$ cat config.mk
export PLATFORM = sky130hd
export DESIGN_NAME = wm_embed_ctrl_flat
export DESIGN_NICKNAME = d
export VERILOG_FILES = /design/src/rtl/wm_embed_ctrl_if.sv /design/src/rtl/wm_embed_ctrl.sv /design/src/flat_wrapper.sv
export SDC_FILE = /design/constraint.sdc
export NUM_CORES = 1
export LEC_CHECK = 0
export CAP_MARGIN = 10
export CORE_UTILIZATION = 55
export DETAILED_ROUTE_END_ITERATION = 8
export HOLD_SLACK_MARGIN = 0.06
export PLACE_DENSITY_LB_ADDON = 0.1
export SYNTH_ARGS = -nofsm -noshare
export SYNTH_HDL_FRONTEND = slang
export SYNTH_SLANG_ARGS = --single-unit
$ cat constraint.sdc
create_clock -name clk -period 4.3 [get_ports clk]
set_input_delay 0.645 -clock clk [delete_from_list [all_inputs] [get_ports clk]]
set_output_delay 0.645 -clock clk [all_outputs]
set_load 0.005 [all_outputs]
$ cat src/rtl/wm_embed_ctrl_if.sv
// Pixel stream bundle for the watermark embedder: source-side and sink-side
// valid/ready handshakes grouped into one interface.
interface wm_embed_ctrl_if #(
  parameter int PIX_W = 8
) ();
  logic             in_valid;
  logic [PIX_W-1:0] in_data;
  logic             in_ready;
  logic             out_valid;
  logic [PIX_W-1:0] out_data;
  logic             out_ready;

  // master = source and sink side; slave = the embedding controller
  modport master (
    output in_valid, in_data, out_ready,
    input  in_ready, out_valid, out_data
  );

  modport slave (
    input  in_valid, in_data, out_ready,
    output in_ready, out_valid, out_data
  );
endinterface

$ cat src/rtl/wm_embed_ctrl.sv
// Frame controller for the watermark path: reseeds the 8-bit LFSR per frame,
// steps it once per accepted pixel and embeds the 2-bit symbol in the pixel LSBs.
module wm_embed_ctrl #(
  parameter int PIX_W    = 8,
  parameter int N_PIXELS = 16384,
  parameter int CNT_W    = 16
) (
  input  logic            clk,
  input  logic            rst_n,
  input  logic            start,
  input  logic [7:0]      key,
  wm_embed_ctrl_if.slave  pix,
  output logic            busy,
  output logic            done
);

  typedef enum logic [2:0] {
    S_IDLE,
    S_LOAD,
    S_RUN,
    S_FLUSH,
    S_DONE
  } state_e;

  localparam logic [CNT_W-1:0] N_TOTAL = CNT_W'(N_PIXELS);
  localparam logic [CNT_W-1:0] N_LAST  = CNT_W'(N_PIXELS - 1);

  state_e           state_q, state_d;
  logic [7:0]       lfsr_q, lfsr_d;
  logic [CNT_W-1:0] count_q, count_d;
  logic             out_valid_q, out_valid_d;
  logic [PIX_W-1:0] out_data_q, out_data_d;

  logic             accept;
  logic [1:0]       wm;
  logic [7:0]       lfsr_step;

  // Symbol comes from the pre-step state; the step is x^8+x^4+x^3+x^2+1.
  always_comb begin
    wm[1]     = lfsr_q[1] ^ lfsr_q[0];
    wm[0]     = wm[1] ? 1'b0 : lfsr_q[0];
    lfsr_step = {lfsr_q[6], lfsr_q[5], lfsr_q[4],
                 lfsr_q[3] ^ lfsr_q[7], lfsr_q[2] ^ lfsr_q[7], lfsr_q[1] ^ lfsr_q[7],
                 lfsr_q[0], lfsr_q[7]};
  end

  // Ready looks through a draining output register so continuous flow has no bubble.
  assign pix.in_ready  = (state_q == S_RUN) && (count_q < N_TOTAL) &&
                         (!out_valid_q || pix.out_ready);
  assign accept        = pix.in_valid && pix.in_ready;
  assign pix.out_valid = out_valid_q;
  assign pix.out_data  = out_data_q;
  assign busy          = (state_q == S_LOAD) || (state_q == S_RUN) || (state_q == S_FLUSH);
  assign done          = (state_q == S_DONE);

  always_comb begin
    state_d     = state_q;
    lfsr_d      = lfsr_q;
    count_d     = count_q;
    out_valid_d = out_valid_q;
    out_data_d  = out_data_q;

    if (accept) begin
      out_valid_d = 1'b1;
      out_data_d  = {pix.in_data[PIX_W-1:2], wm};
      lfsr_d      = lfsr_step;
      count_d     = count_q + 1'b1;
    end else if (out_valid_q && pix.out_ready) begin
      out_valid_d = 1'b0;
    end

    unique case (state_q)
      S_IDLE: begin
        if (start) state_d = S_LOAD;
      end
      S_LOAD: begin
        // an all-zero seed would lock the LFSR up
        lfsr_d  = (key == 8'h00) ? 8'h01 : key;
        count_d = '0;
        state_d = S_RUN;
      end
      S_RUN: begin
        if (accept && (count_q == N_LAST)) state_d = S_FLUSH;
      end
      S_FLUSH: begin
        if (!out_valid_q || pix.out_ready) state_d = S_DONE;
      end
      S_DONE: begin
        state_d = S_IDLE;
      end
      default: begin
        state_d = S_IDLE;
      end
    endcase
  end

  always_ff @(posedge clk or negedge rst_n) begin
    if (!rst_n) begin
      state_q     <= S_IDLE;
      lfsr_q      <= 8'h01;
      count_q     <= '0;
      out_valid_q <= 1'b0;
      out_data_q  <= '0;
    end else begin
      state_q     <= state_d;
      lfsr_q      <= lfsr_d;
      count_q     <= count_d;
      out_valid_q <= out_valid_d;
      out_data_q  <= out_data_d;
    end
  end

endmodule

$ cat src/flat_wrapper.sv
// flat-port wrapper written by rule: the top's interface ports become plain ports
module wm_embed_ctrl_flat 
#(
  parameter int PIX_W    = 8,
  parameter int N_PIXELS = 16384,
  parameter int CNT_W    = 16
)
  (clk, rst_n, start, key, busy, done, pix_in_valid, pix_in_data, pix_out_ready, pix_in_ready, pix_out_valid, pix_out_data);
  wm_embed_ctrl_if #(.PIX_W(PIX_W)) pix_i ();
  input  logic clk;
  input  logic rst_n;
  input  logic start;
  input  logic [7:0] key;
  output logic busy;
  output logic done;
  input wire logic [$bits(pix_i.in_valid)-1:0] pix_in_valid;
  input wire logic [$bits(pix_i.in_data)-1:0] pix_in_data;
  input wire logic [$bits(pix_i.out_ready)-1:0] pix_out_ready;
  output wire logic [$bits(pix_i.in_ready)-1:0] pix_in_ready;
  output wire logic [$bits(pix_i.out_valid)-1:0] pix_out_valid;
  output wire logic [$bits(pix_i.out_data)-1:0] pix_out_data;
  assign pix_i.in_valid = pix_in_valid;
  assign pix_i.in_data = pix_in_data;
  assign pix_i.out_ready = pix_out_ready;
  assign pix_in_ready = pix_i.in_ready;
  assign pix_out_valid = pix_i.out_valid;
  assign pix_out_data = pix_i.out_data;
  wm_embed_ctrl #(.PIX_W(PIX_W), .N_PIXELS(N_PIXELS), .CNT_W(CNT_W)) u_core (.clk(clk), .rst_n(rst_n), .start(start), .key(key), .pix(pix_i), .busy(busy), .done(done));
endmodule
==> results.env, run 1 <==
SYNTH.TOP_CELL.AREA_SHARE=0.495
WORST_HOLD_PATH_TYPE='flip-flop to flip-flop'
WORST_IR_DROP_VDD_uV=426
GRT_START_MAX_NET_PINS=37
SETUP_VIOL=0
SETUP.WORST_PATH.START_CLASS='input pin'
SYNTHESIS_TO_FINISH_AREA_GROWTH_PCT=22.5
PLACE_HPWL_MM=2.54
OUTCOME='complete, no violations'
FINAL.PERIOD_UTILIZATION=0.704
TOTAL_POWER_mW=1.20
FINAL_NET_COUNT=224
STARTPOINT='pix_out_ready'
CTS_SETUP_BUFFERS=0
RELATIVE_MAX_TRANSITION_MARGIN=0.592
CP_COMMON_CELL='clkdlybuf4s50_1'
LEAKAGEPOWER_nW=0.904
SYNTH_NETS=194
SYNTH_AREA_LEADERS='dfrtp_1 (49%), nand3_1 (7.3%), mux2_2 (5.1%)'
FINAL_HOLD_VIOL_COUNT=0
AVGROUTEDWIREPERCELL_UM=14.8
LAYOUT.CELLS.MOST_COMMON_LIST='dfrtp_1 (35), clkdlybuf4s50_1 (30), nand3_1 (26)'
GP_CONGESTION=0.741
FMAX_MHz=330
YOSYS_WARNINGS=0
ROWS=20
INSERTION_DELAY_NS=0.35
POST_ROUTE_CELLS_DRIVE_ABOVE_1_SHARE=0.119
CRITICAL_PATH_DEPTH=5
DIODES=0
CP.BUFFERS_INVERTERS=3
CP_DATA_REQUIRED_TIME_NS=3.65
R2R-START='u_core.state_q[2]$_DFFE_PN0P_'
LARGEST_AREA_CONTRIBUTOR_IN_THE_SYNTHESIZED_NETLIST='dfrtp_1'
YS_FF_LATCH=36
AVGSYNTHCELLAREA_UM2=10.4
NUM-FILL-CELLS=244
INITIAL_CORE_UTIL=0.580
MOST_COMMON_CELL_AFTER_LAYOUT_FILL_AND_TAPS_ASIDE='dfrtp_1'
GRT_FIRST_PASS_WIRELENGTH_MM=6.26
DIEAREA_MM2=0.00345
TIMING.SETUP.TNS_NS=0
CRIT_PATH_TOP_DELAY_CELL='clkdlybuf4s50_1'
TIMING.CRITICAL_PATH.MAX_DELAY_FAMILY='buffers and inverters'
CP_SLOWEST_STAGE_DELAY_NS=0.52
NUMCTSBUFFERS=5
HOLDBUFCOUNTCTS=0
RR_ENDPOINT='u_core.pix.out_data[5]$_DFFE_PN0P_'
SKEW_NS=0.00937
CTS-ROOT-BUF='clkbuf_4'
ARRIVAL_NS=2.38
PORT_BUFFERS=30
DRT.ANTENNA.VIOLATING_NETS=0
POSTSYNTHCELLCOUNT=171
DETAIL_ROUTE.WIRELENGTH_MM=3.65
GRT_SETUP_UNREPAIRED='false'
SYNTHDISTINCTLIBCELLS=37
NUMCLOCKSINKS=36
SYNTH_ENABLE_FLOP_CELLS=0
ANTENNA_VIOLATIONS_BEFORE_REPAIR=0
VIAS=1392
CLK_PATH_BUF_DEPTH=2
NETLIST_AREA_MM2=0.00177
REGAREA_UM2=902
CP_CELL_SEQUENCE='clkdlybuf4s50_1 -> nand2b_1 -> and3_1 -> buf_4 -> clkdlybuf4s50_1'
FIN_WORST_HOLD_SLACK_NS=0.495
GRT_UTIL_ALL_LAYERS=0.251
ROUTE.DETAILED.DRC=0
DRT_FIRST_PASS_ITERS=5
POST_CTS.RESIZED_INSTANCES=0
TIGHTEST_PIN_TRANSITION_NS=0.611
R2R.WORST_PATH.CELLS=3
IOPINCOUNT=33
SYNTH-SEQ-AREA-SHARE=0.510
WORST-PATH-MAX-FANOUT=13
ASYNC_FLOP_SHARE=1.00
MULTI_INPUT_COMB_AREA_UM2=818
GRT_PASS1_VIAS=1348
GRT_OVERFLOW_TOTAL=0
DRV_CAP=0
HOLD-PATH-CELL-COUNT=1
DIE_W_UM=58.7
MAXSLEWVIOLCOUNT=0
POST_DRT_VIA_CELL_RATIO=5.66
CORE_AREA_MM2=0.00305
FP.DIEH_UM=58.7
FF2FF_SETUP_SLACK_NS=2.31
HTREEDEPTH=2
TERMINATION_OF_THE_WORST_SETUP_PATH='pix_in_ready'
TRITONCTS='built'
CRIT_PATH_END_KIND='output pin'
YS_DOMINANT_REG_CELL='dfrtp_1'
DRTITER0DRC=44
FINALWORSTPATHREQUIREDPERIOD_NS=3.03
CRIT_TYPE='input pin to output pin'
POWERDENSITY_mW_PER_MM2=554
CTS.CLK_SLEW.WORST_PATHS_NS=0.10
-- per-stage QoR --
step,util,setup WS [ns],cell area [um2],cells
2_1_floorplan,-,2.19,1770,171
3_3_place_gp,0.691,1.30,2110,238
3_5_place_dp,0.691,1.28,2110,238
4_1_cts,0.710,1.27,2170,246
5_1_grt,0.710,1.20,2170,246
6_report,0.710,1.27,2170,246
-- worst min path at each step --
stage               slack (ns)                           from                       endpoint
floorplan                 0.35                          rst_n  u_core.count_q[0]$_DFFE_PN0P_
global placement          0.47  u_core.count_q[2]$_DFFE_PN0P_  u_core.count_q[2]$_DFFE_PN0P_
detailed placement        0.48  u_core.count_q[2]$_DFFE_PN0P_  u_core.count_q[2]$_DFFE_PN0P_
CTS                       0.49  u_core.count_q[2]$_DFFE_PN0P_  u_core.count_q[2]$_DFFE_PN0P_
global route              0.53  u_core.count_q[2]$_DFFE_PN0P_  u_core.count_q[2]$_DFFE_PN0P_
finish                    0.49  u_core.count_q[2]$_DFFE_PN0P_  u_core.count_q[2]$_DFFE_PN0P_
-- metal layers --
| metal | GRT usage | vias to the layer above | wire length, um |
|---|---|---|---|
| li1 | - | 685 | - |
| met1 | 0.305 | 675 | 1620 |
| met2 | 0.420 | 26 | 1840 |
| met3 | 0.0593 | 6 | 125 |
| met4 | 0.122 | 0 | 70 |
| met5 | 0 | - | 0 |
-- final cells by class --
cell class                      count  share of cell area
Clock buffer                        8              0.0271
Inverter                            3             0.00519
Multi-Input combinational cell    122               0.377
Sequential cell                    36               0.416
Tap cell                           44              0.0254
Timing Repair Buffer               33               0.149
-- where the power goes --
group	internal [mW]	total, mW	switching, mW	leakage [nW]
clock network	0.0806	0.187	0.106	0.0326
logic	0.260	0.484	0.224	0.405
registers	0.445	0.530	0.0852	0.467
-- registers in the layout, indices dropped and copies added (netlist names) --
register	flops
u_core.count_q	16
u_core.lfsr_q	8
u_core.pix.out_data	8
u_core.state_q	3
u_core.pix.out_valid	1
-- cells by family after synthesis --
group	after synthesis	share of synthesized area
flip-flops	36	0.510
AND/OR/NAND/NOR	80	0.269
AO/OA/AOI/OAI	25	0.0891
multiplexers	10	0.0622
XOR/XNOR	5	0.0247
adder cells (fa/ha/maj)	2	0.0141
buffers and inverters	13	0.0311
-- synthesized netlist by cell type (3+ instances only) --
library cell,n
mux2_2,8
o31ai_1,5
or4_1,7
o21ai_0,3
a21oi_1,10
dfrtp_1,35
nand3_1,26
o211ai_1,4
nor2_1,5
nand4_1,3
inv_1,3
clkbuf_1,7
nand2_1,17
and2_1,3
xnor2_1,3
and3_1,4
Note: power is estimated with default switching activity, not from simulation.
==> run 2: changes to the inputs <==
CORE_UTILIZATION = 51   (was 55)
clock period = 2.82 ns   (was 4.3 ns; I/O delays follow)
==> results.env, run 2 (same netlist as run 1, synthesis figures left out) <==
CP_DATA_REQUIRED_TIME_NS=2.40  # -1.25 ns
CP_SLOWEST_STAGE_DELAY_NS=0.51  # about the same
FF2FF_SETUP_SLACK_NS=0.80  # -1.51 ns
FP.DIEH_UM=60.9  # +3.7%
WORST_HOLD_PATH_TYPE='input pin to asynchronous set/reset pin'
CTS_SETUP_BUFFERS=0  # unchanged
PRECTSSETUPSLACK_NS=0.521  # -0.755 ns
ANTENNA_VIOLATIONS_BEFORE_REPAIR=0  # unchanged
INSERTION_DELAY_NS=0.34  # about the same
NUMCLOCKSINKS=36  # unchanged
CRIT_PATH_END_KIND='output pin'
PLACED_CELLS_INCL_TAPS=242  # +1.7%
GRT_OVERFLOW_TOTAL=0  # unchanged
STARTPOINT='u_core.state_q[2]$_DFFE_PN0P_'
DIEAREA_MM2=0.00371  # +7.6%
LEAKAGEPOWER_nW=0.913  # +1.0%
GRT_FIRST_PASS_WIRELENGTH_MM=6.19  # -1.1%
RR_ENDPOINT='u_core.pix.out_data[2]$_DFFE_PN0P_'
PLACE_HPWL_MM=2.70  # +6.6%
ARRIVAL_NS=1.99  # -0.39 ns
TIMING.SETUP.TNS_NS=0  # unchanged
FINAL.PERIOD_UTILIZATION=0.856
INITIAL_CORE_UTIL=0.531  # -0.0494
FINAL_NET_COUNT=226  # +0.89%
PORT_BUFFERS=30  # unchanged
TIGHTEST_PIN_TRANSITION_NS=0.621  # +0.00948 ns
SETUP_VIOL=0  # unchanged
POST_PLACEMENT_CELL_AREA_MM2=0.00213  # +0.83%
RELATIVE_MAX_TRANSITION_MARGIN=0.585  # -0.00633
CTS.CLK_SLEW.WORST_PATHS_NS=0.11  # about the same
CORE_AREA_MM2=0.00334  # +9.3%
AVGROUTEDWIREPERCELL_UM=15.3  # +3.1%
HTREEDEPTH=2  # unchanged
DRT_FIRST_PASS_ITERS=4  # -1
FINAL_NON_FILLER_CELL_TOTAL=250  # +1.6%
POST_CTS.RESIZED_INSTANCES=0  # unchanged
GRT_START_MAX_NET_PINS=37  # unchanged
TOTAL_POWER_mW=1.85  # +54%
TRITONCTS='built'
OUTCOME='complete, no violations'
GRT_PASS1_VIAS=1411  # +4.7%
NUMCTSBUFFERS=5  # unchanged
REGISTERS.TOP_BY_FF_COUNT='u_core.count_q'
DRT.ANTENNA.VIOLATING_NETS=0  # unchanged
FINAL_HOLD_VIOL_COUNT=0  # unchanged
WORST-PATH-MAX-FANOUT=6  # -7
WORST_IR_DROP_VDD_uV=496  # +16%
GP_CONGESTION=0.742  # +0.12%
GRT_SETUP_UNREPAIRED='false'
DIODES=0  # unchanged
MAXSLEWVIOLCOUNT=0  # unchanged
GRT_UTIL_ALL_LAYERS=0.231  # -0.0202
FINALWORSTPATHREQUIREDPERIOD_NS=2.42
FMAX_MHz=414
CP_CELL_SEQUENCE='and2b_1 -> and3_1 -> clkdlybuf4s50_1'
PNR_WORST_SETUP_SLACK_NS=0.405  # -0.868 ns
POST_ROUTE_CELLS_DRIVE_ABOVE_1_SHARE=0.127  # +0.00864
DRTITER0DRC=132  # +200%
POST_DRT_VIA_CELL_RATIO=5.81  # +2.7%
MOST_COMMON_CELL_AFTER_LAYOUT_FILL_AND_TAPS_ASIDE='dfrtp_1'
DIE_W_UM=60.9  # +3.7%
CTS-ROOT-BUF='clkbuf_4'
CLK_PATH_BUF_DEPTH=2  # unchanged
ROUTE.DETAILED.DRC=0  # unchanged
DRV_CAP=0  # unchanged
SKEW_NS=0.0106  # +0.00119 ns
POWERDENSITY_mW_PER_MM2=847  # +53%
FIN_WORST_HOLD_SLACK_NS=0.489  # -0.00579 ns
LAYOUT.CELLS.MOST_COMMON_LIST='dfrtp_1 (35), clkdlybuf4s50_1 (30), nand3_1 (26)'
NUM-FILL-CELLS=303  # +24%
CRIT_TYPE='flip-flop to output pin'
SYNTHESIS_TO_FINISH_AREA_GROWTH_PCT=23.5
STDCELL_AREA_MM2=0.00219  # +0.81%
VIAS=1453  # +4.4%
SETUP.WORST_PATH.START_CLASS='flip-flop'
R2R.WORST_PATH.CELLS=3  # unchanged
LARGEST_REGISTER_FFS=16  # unchanged
FINAL_UTIL=0.655  # -0.0552
CRIT_PATH_TOP_DELAY_CELL='clkdlybuf4s50_1'
HOLDBUFCOUNTCTS=0  # unchanged
IOPINCOUNT=33  # unchanged
R2R-START='u_core.state_q[2]$_DFFE_PN0P_'
ROWS=21  # +5.0%
DETAIL_ROUTE.WIRELENGTH_MM=3.83  # +4.8%
==> run 2: changes by cell type in the layout (fill, tap and decap cells not counted), sizes merged <==
cell  change
buf       +2
==> run 2: area by class of cell <==
type,instances,area (um2),share of cell area
clock buffer,8,58.8,0.0269
tap,46,57.6,0.0263
timing repair buffer,35,338,0.155
multi-input combinational,122,818,0.374
sequential,36,902,0.413
inverter,3,11.3,0.00515
==> run 2: critical path: cells and delay by family, from the launching register on <==
family	cells	cell delay [ns]
buffers and inverters	1	0.51
AND/OR/NAND/NOR	2	0.68
flip-flops	1	0.45
==> run 2: routing by layer <==
| metal | GRT usage | up-vias | routed length (um) |
|---|---|---|---|
| met2 | 0.402 | 33 | 1950 |
| li1 | - | 685 | - |
| met5 | 0 | - | 0 |
| met1 | 0.272 | 728 | 1680 |
| met4 | 0.0942 | 0 | 68 |
| met3 | 0.0597 | 7 | 125 |
==> run 2: worst max path at each step <==
stage	endpoint	depth (start not counted)
finish	pix_in_ready	3
global route	pix_in_ready	3
CTS	pix_in_ready	3
detailed placement	u_core.pix.out_data[2]$_DFFE_PN0P_	5
global placement	u_core.pix.out_data[4]$_DFFE_PN0P_	5
floorplan	pix_in_ready	4
==> run 2: where the power goes <==
group | internal, mW | switching [mW] | total [mW]
Sequential | 0.678 | 0.127 | 0.805
Clock | 0.123 | 0.167 | 0.290
Combinational | 0.402 | 0.353 | 0.755
Total | 1.20 | 0.647 | 1.85
==> RTL change 1: new RTL, flow settings as in run 2 <==
Take the reset off `out_data_q` and load it in a clocked block of its own.
--- a/src/rtl/wm_embed_ctrl.sv
+++ b/src/rtl/wm_embed_ctrl.sv
@@ -100,14 +100,16 @@
       lfsr_q      <= 8'h01;
       count_q     <= '0;
       out_valid_q <= 1'b0;
-      out_data_q  <= '0;
     end else begin
       state_q     <= state_d;
       lfsr_q      <= lfsr_d;
       count_q     <= count_d;
       out_valid_q <= out_valid_d;
-      out_data_q  <= out_data_d;
     end
+  end
+
+  always_ff @(posedge clk) begin
+    out_data_q <= out_data_d;
   end
 
 endmodule
Check against the original RTL: differs if rst_n is asserted again (counterexample within 4 cycles, from zero or initial values and one cycle with rst_n low); with rst_n held inactive, the same outputs for 10 cycles.
==> RTL change 1 against run 2 <==
- first-iteration DRC count decreased by 16%
- sequential cell count unchanged
- synthesized area decreased by 7.5%
- total power decreased by 8.5%
- worst setup slack improved by 0.12 ns
- wire length decreased by 9.1%
- design area decreased by 4.6%
- global-route usage increased by 0.30 points
- core utilization increased by 2.8 points
- critical path type unchanged
==> RTL change 1: results (changes against run 2) <==
status: "finished clean"
async_flop_share: 0.7778  # -0.2222
p_leak_nw: 0.8302  # -9.1%
yosysSeqAreaShare: 0.5752  # +0.06571
synth-xor-area-share: 0.03209  # +0.007351
finish.net_count: 210  # -7.1%
fillers: 251  # -17%
avgRoutedWirePerCell_um: 14.94  # -2.5%
timing.slew.headroom: 0.6951  # +0.1099
dp.cells: 225  # -7.0%
pre_cts_ws_ns: 0.5272  # +0.006544 ns
crit_arrival_ns: 1.88  # -0.11 ns
syn_nets: 175  # -9.8%
grt_util_met1: 0.2917  # +0.01938
worstRegToRegCells: 4  # +1
dpl_cell_area_sq_mm: 0.002011  # -5.5%
synth_mux_area_frac: 0.006112  # -0.05608
multiInputGateArea_sq_um: 645.6  # -21%
drt_iter0_markers: 111  # -16%
dr_wl_met3_um: 114  # -8.8%
hpwl_um: 2378  # -12%
first_global_vias: 1344  # -4.7%
fmax_mhz: 434.9  # +5.0%
fin_skew_ns: 0.01013  # -0.0004259 ns
wirelength_met1_um: 1472  # -12%
reg2reg_slack_ns: 0.78  # -0.02 ns
viasPerCell: 5.665  # -2.5%
place.gp.congestion: 0.7299  # -1.6%
r2r-end: "u_core.count_q[13]"
==> RTL change 1: critical path, stage by stage (launching register included) <==
cell and delay (ns):
dfrtp_1 0.49, nor4_4 0.33, and3_1 0.22, clkdlybuf4s50_1 0.50
==> RTL change 1: kinds of logic after synthesis <==
group                    count (synthesis)
XOR/XNOR                                 6
AND/OR/NAND/NOR                         63
adder cells (fa/ha/maj)                  1
buffers and inverters                   14
multiplexers                             1
flip-flops                              36
AO/OA/AOI/OAI                           32
==> RTL change 1: where the power goes <==
part / switching, W / internal [W]
Combinational: 0.000270 / 0.000302
Sequential: 0.000115 / 0.000673
Clock: 0.000183 / 0.000149
==> RTL change 1: final cells by class <==
class,count,area share
Inverter,6,0.01080
Tap cell,44,0.02639
Timing Repair Buffer,36,0.1656
Clock inverter,2,0.005999
Sequential cell,36,0.4517
Multi-Input combinational cell,103,0.3095
Clock buffer,6,0.02999
==> RTL change 2: new RTL, config.mk and constraints of run 2 <==
Without the edit above. `CNT_W` is set to 16 in 2 places; all go to 32.
--- a/src/rtl/wm_embed_ctrl.sv
+++ b/src/rtl/wm_embed_ctrl.sv
@@ -3,7 +3,7 @@
 module wm_embed_ctrl #(
   parameter int PIX_W    = 8,
   parameter int N_PIXELS = 16384,
-  parameter int CNT_W    = 16
+  parameter int CNT_W    = 32
 ) (
   input  logic            clk,
   input  logic            rst_n,
--- a/src/flat_wrapper.sv
+++ b/src/flat_wrapper.sv
@@ -3,7 +3,7 @@
 #(
   parameter int PIX_W    = 8,
   parameter int N_PIXELS = 16384,
-  parameter int CNT_W    = 16
+  parameter int CNT_W    = 32
 )
   (clk, rst_n, start, key, busy, done, pix_in_valid, pix_in_data, pix_out_ready, pix_in_ready, pix_out_valid, pix_out_data);
   wm_embed_ctrl_if #(.PIX_W(PIX_W)) pix_i ();
Formal check against the unedited RTL: no difference found for any inputs over 10 cycles, from zero or initial values and one cycle with rst_n low; that may be too few to reach the edited logic, so the function may still have changed.
==> RTL change 2 against run 2 <==
- sequential cell count increased by 16
- clock skew decreased by 0.0018 ns
- worst setup slack got worse by 0.018 ns
- total power increased by 27%
- final cell count increased by 24%
- combinational power increased by 5.2%
- synthesized cell count increased by 31%
- wire length increased by 11%
- design area increased by 29%
- critical path depth increased by 2
- core utilization decreased by 1.2 points
- synthesized area increased by 32%
- sequential power increased by 29%
- highest routed layer unchanged
==> RTL change 2: results (changes against run 2) <==
status: "finished clean"
crit_arrival_ns: 2.01  # +0.02 ns
buf_share: 0.1217  # -0.03288
clkTransAtPathRegs_ns: 0.09  # -0.02 ns
yosysSeqAreaShare: 0.5582  # +0.04864
drive_gt1_frac: 0.09690  # -0.03055
syn_nets: 247  # +27%
wirelength_met1_um: 2121  # +26%
first_global_vias: 1607  # +14%
cts_sinks: 52  # +44%
fin_skew_ns: 0.008771  # -0.001786 ns
dr_wl_met3_um: 111  # -11%
combPwrFrac: 0.339  # -0.069
grtUsageTotal: 0.1935  # -0.03764
drt_iter0_markers: 64  # -52%
largest_reg_flops: 32  # +16
cts-root-buf: "clkbuf_8"
p_leak_nw: 1.288  # +41%
n_all_inverters: 5  # +2
power_w: 0.002345  # +27%
place.gp.congestion: 0.7659  # +3.2%
async_flop_share: 1.000  # unchanged
grt_max_degree: 34  # -8.1%
timing.slew.headroom: 0.7008  # +0.1156
wl_met2_um: 1938  # -0.72%
peakVddDrop_mv: 0.4756  # -4.2%
dr.pass1.iters: 4  # unchanged
die_w_um: 69.64  # +14%
clkPwrFrac: 0.218  # +0.061
synth_common_cells: "dfrtp_1 (51), nand2_1 (35), and2_1 (19)"
multi_input_area_share: 0.3450  # -0.02933
worstPathMaxFanout: 5  # -1
seq_share: 0.4623  # +0.04955
dpl_cell_area_sq_mm: 0.002691  # +27%
hp-class: "reg2reg"
grt_util_met1: 0.2679  # -0.004460
clk_latency_ns: 0.31  # -0.03 ns
synthTopCellsByArea: "dfrtp_1 (55%), nand2_1 (5.6%), and2_1 (5.1%)"
routed_wl_um: 4246  # +11%
use_met2: 0.2891  # -0.1128
fillers: 373  # +23%
hpwl_um: 2975  # +10%
p_switching_w: 0.0007627  # +18%
n_all_buffers: 36  # +2.9%
grt_pass1_wl_um: 7286  # +18%
clockNetworkAreaShare: 0.04130  # +0.01439
multi_input_cells: 157  # +29%
grtUsageMet3: 0.04797  # -0.01174
finish.net_count: 280  # +24%
RTL change 2: cell types whose count changed after synthesis, sizes merged, moves of 4 or more:
cell	delta
and2	+18
dfrtp	+16
mux2	-8
nand2	+18
nand3	-18
nor2	+9
nor4	+8
o211ai	-4
RTL change 2: kinds of logic (layout without fill, tap and decap cells):
family | count (synthesis) | in the layout | share of synthesized area
and+or+nand+nor | 111 | 111 | 0.2708
DFF | 52 | 52 | 0.5582
AOI/OAI and AO/OA | 36 | 36 | 0.1040
buffers and inverters | 15 | 49 | 0.02520
xor gates and xnor gates | 6 | 6 | 0.02252
adders and majority gates | 2 | 2 | 0.01072
muxes | 2 | 2 | 0.008579
RTL change 2: metrics by stage:
step	setup slack (ns)	utilization	hold slack, ns	std cells
finish	0.3865	0.6427	0.4706	310
global route	0.3050	0.6427	0.4985	310
CTS	0.3818	0.6427	0.4759	310
detailed placement	0.3306	0.6139	0.3828	301
global placement	0.3943	0.6139	0.3825	301
floorplan	1.076	-	0.1274	224
RTL change 2: final timing paths:
path / start / end / slack, ns / cells after the start
worst max-delay path: pix_out_ready / pix_in_ready / 0.39 / 5
worst min-delay path: u_core.pix.out_data[2] / u_core.pix.out_data[2] / 0.47 / 2
worst max register to register: u_core.count_q[15] / u_core.count_q[3] / 0.70 / 6
worst min register to register: u_core.pix.out_data[2] / u_core.pix.out_data[2] / 0.47 / 2
max in group asynchronous: rst_n / u_core.lfsr_q[0] / 1.45 / 3
min in group asynchronous: rst_n / u_core.count_q[22] / 0.57 / 2
RTL change 2: timing repair:
action,in CTS,in global routing
hold endpoints to repair,19,0
hold buffers,1,0
resized for setup,0,0
RTL change 2: critical path, cell delays in order:
cell             delay (ns)
clkdlybuf4s50_1        0.46
nand2b_1               0.19
and3_1                 0.27
and3_1                 0.18
clkdlybuf4s50_1        0.49
